$ cat config.mk
export PLATFORM = sky130hd
export DESIGN_NAME = fwd_scoreboard_flat
export DESIGN_NICKNAME = d
export VERILOG_FILES = /design/src/rtl/fwd_scoreboard_if.sv /design/src/rtl/fwd_scoreboard.sv /design/src/flat_wrapper.sv
export SDC_FILE = /design/constraint.sdc
export NUM_CORES = 1
export LEC_CHECK = 0
export ABC_AREA = 1
export ABC_CLOCK_PERIOD_IN_PS = 3500
export CORE_MARGIN = 2
export CORE_UTILIZATION = 41
export DETAILED_ROUTE_END_ITERATION = 12
export PLACE_DENSITY_LB_ADDON = 0.25
export SYNTH_ARGS = -nofsm -noshare
export SYNTH_HDL_FRONTEND = slang
export SYNTH_SLANG_ARGS = --single-unit
$ cat constraint.sdc
create_clock -name clk -period 3.5 [get_ports clk]
set_input_delay 0.35 -clock clk [delete_from_list [all_inputs] [get_ports clk]]
set_output_delay 0.35 -clock clk [all_outputs]
set_load 0.01 [all_outputs]
$ cat src/rtl/fwd_scoreboard_if.sv
// Operand/forwarding bundle between the decode stage and the forwarding scoreboard.
// The decode-side driver uses master; the scoreboard uses slave.
interface fwd_scoreboard_if #(
  parameter int DATA_W = 32,
  parameter int ADDR_W = 5,
  parameter int NSRC   = 2,
  parameter int DEPTH  = 3,
  parameter int TN_W   = 2,
  parameter int SEL_W  = 2
);
  logic                    issue_valid;
  logic [ADDR_W-1:0]       issue_dst;
  logic [TN_W-1:0]         issue_tnew;
  logic [NSRC*ADDR_W-1:0]  src_addr;
  logic [NSRC*TN_W-1:0]    src_tuse;
  logic [NSRC*DATA_W-1:0]  src_rf_data;
  logic [DEPTH*DATA_W-1:0] stage_data;
  logic                    stall;
  logic [NSRC*SEL_W-1:0]   src_fwd_sel;
  logic [NSRC*DATA_W-1:0]  src_fwd_data;
  logic [NSRC-1:0]         src_pending;
  logic [DEPTH-1:0]        stage_valid;

  modport master (
    output issue_valid, issue_dst, issue_tnew, src_addr, src_tuse, src_rf_data, stage_data,
    input  stall, src_fwd_sel, src_fwd_data, src_pending, stage_valid
  );

  modport slave (
    input  issue_valid, issue_dst, issue_tnew, src_addr, src_tuse, src_rf_data, stage_data,
    output stall, src_fwd_sel, src_fwd_data, src_pending, stage_valid
  );
endinterface

$ cat src/rtl/fwd_scoreboard.sv
// Forwarding and stall unit: tracks in-flight destinations with remaining latency
// and resolves each decode-stage operand to register file, a stage bus, or a stall.
module fwd_scoreboard #(
  parameter int DATA_W = 32,
  parameter int ADDR_W = 5,
  parameter int NSRC   = 2,
  parameter int DEPTH  = 3,
  parameter int TN_W   = 2,
  parameter int SEL_W  = 2
) (
  input  logic              clk,
  input  logic              reset,
  fwd_scoreboard_if.slave   sb
);

  typedef struct packed {
    logic              valid;
    logic [ADDR_W-1:0] dst;
    logic [TN_W-1:0]   tnew;
  } entry_t;

  entry_t [DEPTH-1:0]      ent_q;
  entry_t [DEPTH-1:0]      ent_d;

  logic [NSRC-1:0]         stall_req;
  logic                    stall_int;
  logic [NSRC*SEL_W-1:0]   sel_c;
  logic [NSRC*DATA_W-1:0]  data_c;
  logic [NSRC-1:0]         pend_c;
  logic [DEPTH-1:0]        valid_c;

  logic [ADDR_W-1:0]       addr_c;
  logic [TN_W-1:0]         tuse_c;
  logic                    hit_c;
  logic [SEL_W-1:0]        hitSel_c;
  logic [TN_W-1:0]         hitTnew_c;
  logic [DATA_W-1:0]       hitData_c;

  // A stall turns entry 0 into a bubble so older producers keep draining.
  always_comb begin
    ent_d = '0;
    if (!stall_int) begin
      ent_d[0].valid = sb.issue_valid && (sb.issue_dst != '0);
      ent_d[0].dst   = sb.issue_dst;
      ent_d[0].tnew  = sb.issue_tnew;
    end
    for (int k = 1; k < DEPTH; k++) begin
      ent_d[k].valid = ent_q[k-1].valid;
      ent_d[k].dst   = ent_q[k-1].dst;
      ent_d[k].tnew  = (ent_q[k-1].tnew == '0) ? '0 : ent_q[k-1].tnew - TN_W'(1);
    end
  end

  always_ff @(posedge clk) begin
    if (reset) begin
      ent_q <= '0;
    end else begin
      ent_q <= ent_d;
    end
  end

  // Scanning from the oldest stage down lets the youngest producer overwrite older hits.
  always_comb begin
    sel_c     = '0;
    data_c    = sb.src_rf_data;
    pend_c    = '0;
    stall_req = '0;
    addr_c    = '0;
    tuse_c    = '0;
    hit_c     = 1'b0;
    hitSel_c  = '0;
    hitTnew_c = '0;
    hitData_c = '0;
    for (int i = 0; i < NSRC; i++) begin
      addr_c    = sb.src_addr[i*ADDR_W +: ADDR_W];
      tuse_c    = sb.src_tuse[i*TN_W +: TN_W];
      hit_c     = 1'b0;
      hitSel_c  = '0;
      hitTnew_c = '0;
      hitData_c = '0;
      for (int k = DEPTH - 1; k >= 0; k--) begin
        if (ent_q[k].valid && (ent_q[k].dst == addr_c)) begin
          hit_c     = 1'b1;
          hitSel_c  = SEL_W'(k + 1);
          hitTnew_c = ent_q[k].tnew;
          hitData_c = sb.stage_data[k*DATA_W +: DATA_W];
        end
      end
      if ((addr_c != '0) && hit_c) begin
        if (hitTnew_c == '0) begin
          sel_c[i*SEL_W +: SEL_W]    = hitSel_c;
          data_c[i*DATA_W +: DATA_W] = hitData_c;
        end else if (hitTnew_c <= tuse_c) begin
          pend_c[i] = 1'b1;
        end else begin
          stall_req[i] = 1'b1;
        end
      end
    end
  end

  always_comb begin
    valid_c = '0;
    for (int k = 0; k < DEPTH; k++) begin
      valid_c[k] = ent_q[k].valid;
    end
  end

  assign stall_int       = |stall_req;
  assign sb.stall        = stall_int;
  assign sb.src_fwd_sel  = sel_c;
  assign sb.src_fwd_data = data_c;
  assign sb.src_pending  = pend_c;
  assign sb.stage_valid  = valid_c;

endmodule

$ cat src/flat_wrapper.sv
// flat-port wrapper written by rule: the top's interface ports become plain ports
module fwd_scoreboard_flat 
#(
  parameter int DATA_W = 32,
  parameter int ADDR_W = 5,
  parameter int NSRC   = 2,
  parameter int DEPTH  = 3,
  parameter int TN_W   = 2,
  parameter int SEL_W  = 2
)
  (clk, reset, sb_issue_valid, sb_issue_dst, sb_issue_tnew, sb_src_addr, sb_src_tuse, sb_src_rf_data, sb_stage_data, sb_stall, sb_src_fwd_sel, sb_src_fwd_data, sb_src_pending, sb_stage_valid);
  fwd_scoreboard_if #(.DATA_W(DATA_W), .ADDR_W(ADDR_W), .NSRC(NSRC), .DEPTH(DEPTH), .TN_W(TN_W), .SEL_W(SEL_W)) sb_i ();
  input  logic clk;
  input  logic reset;
  input wire logic [$bits(sb_i.issue_valid)-1:0] sb_issue_valid;
  input wire logic [$bits(sb_i.issue_dst)-1:0] sb_issue_dst;
  input wire logic [$bits(sb_i.issue_tnew)-1:0] sb_issue_tnew;
  input wire logic [$bits(sb_i.src_addr)-1:0] sb_src_addr;
  input wire logic [$bits(sb_i.src_tuse)-1:0] sb_src_tuse;
  input wire logic [$bits(sb_i.src_rf_data)-1:0] sb_src_rf_data;
  input wire logic [$bits(sb_i.stage_data)-1:0] sb_stage_data;
  output wire logic [$bits(sb_i.stall)-1:0] sb_stall;
  output wire logic [$bits(sb_i.src_fwd_sel)-1:0] sb_src_fwd_sel;
  output wire logic [$bits(sb_i.src_fwd_data)-1:0] sb_src_fwd_data;
  output wire logic [$bits(sb_i.src_pending)-1:0] sb_src_pending;
  output wire logic [$bits(sb_i.stage_valid)-1:0] sb_stage_valid;
  assign sb_i.issue_valid = sb_issue_valid;
  assign sb_i.issue_dst = sb_issue_dst;
  assign sb_i.issue_tnew = sb_issue_tnew;
  assign sb_i.src_addr = sb_src_addr;
  assign sb_i.src_tuse = sb_src_tuse;
  assign sb_i.src_rf_data = sb_src_rf_data;
  assign sb_i.stage_data = sb_stage_data;
  assign sb_stall = sb_i.stall;
  assign sb_src_fwd_sel = sb_i.src_fwd_sel;
  assign sb_src_fwd_data = sb_i.src_fwd_data;
  assign sb_src_pending = sb_i.src_pending;
  assign sb_stage_valid = sb_i.stage_valid;
  fwd_scoreboard #(.DATA_W(DATA_W), .ADDR_W(ADDR_W), .NSRC(NSRC), .DEPTH(DEPTH), .TN_W(TN_W), .SEL_W(SEL_W)) u_core (.clk(clk), .reset(reset), .sb(sb_i));
endmodule
==> impl_metrics.toml, run 1 <==
[sta]
finalWorstSetupSlack_ns = 0.151
max_slew_margin_pct = 54.5
worst_pin_slew_ns = 0.680
fmax_mhz = 299
drv_slew = 0
min_period_over_period_pct = 95.7
finClkSkew_ns = 0.00469
fin_setup_tns_ns = 0
fin_crit_ns = 3.35
hold_violations = 0
setup_viol = 0

[final_layout]
design_area_sq_um = 7050
diodes = 0
layout_commonest_cell = "nand2_1"
nNetsFinal = 1293
syn_to_final_growth_pct = 73.5
final_cell_mix = "264 x nand2_1, 245 x clkdlybuf4s50_1, 180 x nor2_1"
final_core_util_pct = 72.8
drive_gt1_share_pct = 6.90

[power]
p_per_area_nw_per_um2 = 151
power.share.clock_pct = 22.8
seq_power_share_pct = 27.8
sw_frac_of_total_pct = 28.7
p_switching_w = 0.000306
finalPower_w = 0.00107
p_int_w = 0.000759
peakVddDrop_uv = 275
leakagePower_nw = 3.72
p_comb_share_pct = 49.4

[yosys]
ys_types = 27
synthCells = 848
synth_seq_cells = 24
yosysSeqAreaShare_pct = 11.8
synth_nets = 1038
yosysWarnings = 0
avgSynthCellArea_sq_um = 4.79
synth_area_sq_um = 4060

[detailed_routing]
vias = 5942
wl_mm = 17.0
dr.pass1.iters = 5
ant_nets = 0
drt_iter0_markers = 342
vias_per_cell = 4.81
routedWlPerCell_microns = 13.8
drc = 0

[worst_setup_path]
worst_setup_path_end_kind = "output port"
critPathTopFamily = "buffers and inverters"
critPathArrivalTime_ns = 3.00
path_cells = "clkdlybuf4s50_1 > inv_2 > nand2_1 > nand2_1 > nand3b_4 > nor2_4 > buf_4 > buf_4 > inv_2 > nand3_1 > nand2_2 > nor2_8 > inv_2 > buf_12 > nor2_1 > clkdlybuf4s50_1"
crit_top_cell = "inv_2"
crit_fanout = 15
cp.required_ns = 3.15
crit_slowest_cell = "clkdlybuf4s50_1"
critPathKind = "in -> out"
worst-path-buf-inv = 8
cp_slowest_stage_delay_ns = 0.57
cp-start-kind = "primary input"

[grt]
grt_max_degree = 34
grt_usage_pct = 30.3
first_global_vias = 5472
overflow = 0
antenna_found_initial = 0
grt_pass1_wl_mm = 27.0

[clocking]
numCtsBuffers = 3
cts_sinks = 24
postCtsHoldBufs = 0
cts_tree = "done"
clock_latency_ns = 0.27
cts.path.max_buffers = 2
clk_pin_slew_worst_paths_ns = 0.08
clockRootBuffer = "clkbuf_8"
htreeDepth = 1

[floorplanning]
rows = 36
die_h_microns = 104
die_x_microns = 104
initial_core_util_pct = 42.0
fp.dieArea_sq_um = 10700
coreArea_sq_um = 9680
io_pins = 258

[outcome]
status = "finished, final reports clean"

[placement]
place_area_sq_um = 6870
place.port_buffers = 257
dp_hpwl_mm = 13.7
place_ws_ns = 0.0108
globalplace.congestion = 0.987

[hold_path]
hold_path.class = "reg -> reg"

[run]
maxCapViolations = 0
## worst register-to-register path, stage by stage (launching register included)
cell and delay [ns]:
dfxtp_1 0.38, inv_1 0.10, nand2_1 0.06, nand2_1 0.06, nor2_1 0.14, nand3_2 0.18, nand3_1 0.13, nand2_1 0.07
nand2_2 0.06, inv_1 0.04, ha_1 0.28, inv_1 0.04, nor2_1 0.08, a2bb2oi_1 0.15, inv_1 0.06, nor2_1 0.09
nand2_1 0.07, buf_4 0.13, nand3_2 0.13, nor2_1 0.06
## state kept, by name (all words and copies together), names as in the netlist
name / flops
u_core.ent_d: 10
u_core.ent_q: 11
u_core.sb.stage_valid: 3
## power groups by stage
stage | clock network (W) | registers, W | logic [W]
floorplan | 0 | 0.000298 | 0.000187
global placement | 0 | 0.000302 | 0.000516
detailed placement | 0 | 0.000302 | 0.000523
CTS | 0.000245 | 0.000296 | 0.000525
global route | 0.000256 | 0.000297 | 0.000574
finish | 0.000243 | 0.000296 | 0.000527
## timing repair
action | 4_1_cts | 5_1_grt
setup endpoints to repair | 1 | 68
pin swaps | 1 | 4
setup buffers | 0 | 7
gates cloned | 0 | 0
gates resized for setup | 0 | 18
## final timing paths
path,start,to,slack [ns],cells past startpoint
max,sb_src_addr[1],sb_src_fwd_sel[1],0.15,16
min reg2reg,u_core.ent_q[0],u_core.ent_q[8],0.42,1
max reg2reg,u_core.ent_d[22],u_core.ent_d[14],1.06,19
min,u_core.ent_q[0],u_core.ent_q[8],0.42,1
## per-stage QoR
stage,std cells,hold slack [ns]
floorplan,848,0.391
global placement,1224,0.398
detailed placement,1224,0.413
CTS,1228,0.425
global route,1235,0.442
finish,1235,0.418
## cells by family (layout without fill, tap and decap cells)
family,count (synthesis),count (layout),share of synthesized area (%)
compound gates,140,140,17.6
fa+ha+maj,6,6,1.85
xor+xnor,4,4,0.862
simple gates,483,483,47.8
buf+inv,191,445,20.0
flops,24,24,11.8
## cells in the mapped netlist (all sizes together)
cell / n / area share, %
nand2: 272 / 26
nand3: 12 / 1.7
xor2: 1 / 0.22
nor2: 187 / 18
ha: 6 / 1.8
xnor2: 3 / 0.65
nor3: 6 / 0.74
buf: 23 / 4.5
a21oi: 68 / 8.6
nand3b: 1 / 0.49
o21ai: 70 / 8.6
dfxtp: 24 / 12
nand4: 5 / 0.77
clkbuf: 20 / 1.8
inv: 148 / 14
a2bb2oi: 2 / 0.43
## metal layers
metal,routed length [microns],GRT usage (%),up-vias
li1,-,-,3048
met3,1300,5.10,44
met5,0,0,-
met1,7030,38.9,2580
met4,673,10.9,0
met2,7990,51.3,270
## layout make-up
| type | count | area (sq um) |
|---|---|---|
| clock inverter | 1 | 30.0 |
| timing repair buffer | 293 | 2990 |
| inverter | 148 | 556 |
| sequential | 24 | 480 |
| multi-input combinational | 633 | 2790 |
| clock buffer | 3 | 41.3 |
| fill | 869 | 2640 |
| tap | 133 | 166 |
No activity file was read; power rests on OpenSTA's default activity.
==> inputs of run 2 (changes only) <==
--- a/config.mk
+++ b/config.mk
@@ -5,10 +5,9 @@
 export SDC_FILE = /design/constraint.sdc
 export NUM_CORES = 1
 export LEC_CHECK = 0
-export ABC_AREA = 1
-export ABC_CLOCK_PERIOD_IN_PS = 3500
+export ABC_CLOCK_PERIOD_IN_PS = 4100
 export CORE_MARGIN = 2
-export CORE_UTILIZATION = 41
+export CORE_UTILIZATION = 38
 export DETAILED_ROUTE_END_ITERATION = 12
 export PLACE_DENSITY_LB_ADDON = 0.25
 export SYNTH_ARGS = -nofsm -noshare
==> constraint.sdc (replaced) <==
create_clock -name clk -period 4.1 [get_ports clk]
set_input_delay 0.41 -clock clk [delete_from_list [all_inputs] [get_ports clk]]
set_output_delay 0.41 -clock clk [all_outputs]
set_load 0.01 [all_outputs]
==> run 2 against run 1 <==
Against the previous run:
- the flow now finishes with violations (setup timing)
- worst hold slack worse by 0.0022 ns
- critical path depth is 3 lower
- register-to-register slack better by 0.17 ns
- highest routed layer unchanged
- final cell count is 35% lower
- clock skew is 0.0016 ns lower
==> impl_metrics.toml, run 2 <==
[sta]
finClkSkew_ns = 0.00307
fin_crit_ns = 4.10
rsz0062_at_grt = "true"
finalWorstSetupSlack_ns = -0.00191
worst_pin_slew_ns = 0.877
max_slew_margin_pct = 41.3
fin_setup_tns_ns = -0.00191
min_period_over_period_pct = 100
setup_viol = 1
fmax_mhz = 244
drv_slew = 0
hold_violations = 0

[placement]
place_area_sq_um = 6230
place_ws_ns = -0.0466
place.port_buffers = 257
dp_hpwl_mm = 12.6
globalplace.congestion = 0.945

[grt]
first_global_vias = 4587
grt_max_degree = 39
antenna_found_initial = 0
grt_usage_pct = 30.7
grt_pass1_wl_mm = 24.8
overflow = 0

[power]
peakVddDrop_uv = 242
leakagePower_nw = 2.18
p_per_area_nw_per_um2 = 139
finalPower_w = 0.000892

[worst_setup_path]
rrSetupSlack_ns = 1.23
cp-start-kind = "primary input"
cp_slowest_stage_delay_ns = 0.63
critPathArrivalTime_ns = 3.69
critPathKind = "in -> out"
worst_setup_path_end_kind = "output port"
crit_slowest_cell = "clkdlybuf4s50_1"
crit_fanout = 4
path_cells = "clkdlybuf4s50_1 > xnor2_2 > and4_2 > a2111oi_4 > o31ai_4 > inv_1 > ha_1 > a21oi_1 > a21oi_1 > inv_1 > a211oi_2 > or2_2 > clkdlybuf4s50_1"
cp.required_ns = 3.69

[final_layout]
largest_reg_flops = 11
layout_commonest_cell = "clkdlybuf4s50_1"
nNetsFinal = 891
largest_register = "u_core.ent_q"
multi_input_area_sq_um = 2900
design_area_sq_um = 6420
final_core_util_pct = 72.9
final_cell_mix = "254 x clkdlybuf4s50_1, 68 x nand2_1, 64 x a22oi_1, 64 x o21ai_0, 37 x mux2_1"
fill_cells = 654
diodes = 0
syn_to_final_growth_pct = 84.1
drive_gt1_share_pct = 11.3
regArea_sq_um = 480

[yosys]
synth_ff_type = "dfxtp_1"
synth_area_sq_um = 3490
synth_area_leaders = "dfxtp_1 14%, a22oi_1 14%, mux2_1 12%"
yosysWarnings = 0
synth-edff-count = 0
yosys-top-cells-count = "68 x nand2_1, 64 x a22oi_1, 64 x o21ai_0"
yosysTopAreaCell = "dfxtp_1"
synth_nets = 647
yosysMostFrequentCell = "nand2_1"
synthCells = 457
yosysSeqAreaShare_pct = 13.8
yosysTopAreaCellShare_pct = 13.8
avgSynthCellArea_sq_um = 7.63
synth_seq_cells = 24
async_flop_share_pct = 0
ys_types = 43

[floorplanning]
fp.dieArea_sq_um = 9960
die_h_microns = 99.8
die_x_microns = 99.8
coreArea_sq_um = 8810
io_pins = 258
rows = 34
initial_core_util_pct = 39.6

[clocking]
clk_pin_slew_worst_paths_ns = 0.09
cts_sinks = 24
clockRootBuffer = "clkbuf_8"
clock_latency_ns = 0.27
cts_tree = "done"
cts.path.max_buffers = 2
numCtsBuffers = 3
htreeDepth = 1
postCtsHoldBufs = 0

[detailed_routing]
vias_per_cell = 5.72
drc = 0
top_layer = "met4"
wl_mm = 16.1
ant_nets = 0
dr.pass1.iters = 5
routed-wl-met2_mm = 7.97
route.met3.wl_mm = 1.20
vias = 4624
routedWlPerCell_microns = 20.0
drt_iter0_markers = 195
wl_met1_mm = 6.35

[outcome]
status = "finished, violations left"
violations = "setup timing"

[run]
maxCapViolations = 0

[hold_path]
hold_path.class = "reg -> reg"
## run 2: final cells by class
type / instances / share of cell area, %
Clock buffer: 3 / 0.643
Clock inverter: 1 / 0.468
Inverter: 13 / 0.760
Multi-Input combinational cell: 381 / 45.1
Sequential cell: 24 / 7.48
Tap cell: 108 / 2.10
Timing Repair Buffer: 278 / 43.4
## run 2: worst max-delay path, delay by kind of cell
| kind | cells | cell delay, ns |
|---|---|---|
| and+or+nand+nor | 2 | 0.49 |
| xor gates and xnor gates | 1 | 0.16 |
| AOI/OAI and AO/OA | 5 | 0.90 |
| adders and majority gates | 1 | 0.32 |
| buffers and inverters | 4 | 1.40 |
## run 2: path summary, 6_finish.rpt
path	end	startpoint	cells after the start
worst min-delay path	u_core.ent_q[8]	u_core.ent_q[0]	1
worst min register to register	u_core.ent_q[8]	u_core.ent_q[0]	1
worst max register to register	u_core.ent_d[10]	u_core.ent_d[22]	12
worst max-delay path	sb_stall	sb_src_addr[6]	13
## run 2: cell families (layout without fill, tap and decap cells)
family,Yosys count,after routing,share of synthesized area [%]
buf+inv,52,295,6.96
mux,64,64,20.7
xor+xnor,30,30,7.53
fa+ha+maj,6,6,2.15
compound gates,152,152,29.4
flops,24,24,13.8
simple gates,129,129,19.5
## run 2: metrics by stage
| step | hold WS (ns) | instances |
|---|---|---|
| 3_5_place_dp | 0.403 | 802 |
| 4_1_cts | 0.416 | 808 |
| 6_report | 0.416 | 808 |
| 3_3_place_gp | 0.399 | 802 |
| 5_1_grt | 0.438 | 808 |
| 2_1_floorplan | 0.391 | 457 |
## run 2: timing repair
item	4_1_cts	5_1_grt
pin swaps	1	3
buffers inserted	2	0
endpoints found under the setup margin	1	44
gates cloned	0	0
resized for setup	1	17
## run 2: routing by layer
layer | vias up | GRT usage (%)
met5 | - | 0
met4 | 0 | 9.48
met3 | 43 | 5.29
met2 | 249 | 54.4
met1 | 2167 | 37.8
li1 | 2165 | -
## run 2: report_power, final
part	switching (W)	total, W	internal [W]
Clock	0.0000764	0.000207	0.000130
Combinational	0.000147	0.000428	0.000281
Sequential	0.0000132	0.000257	0.000244
Total	0.000236	0.000892	0.000655
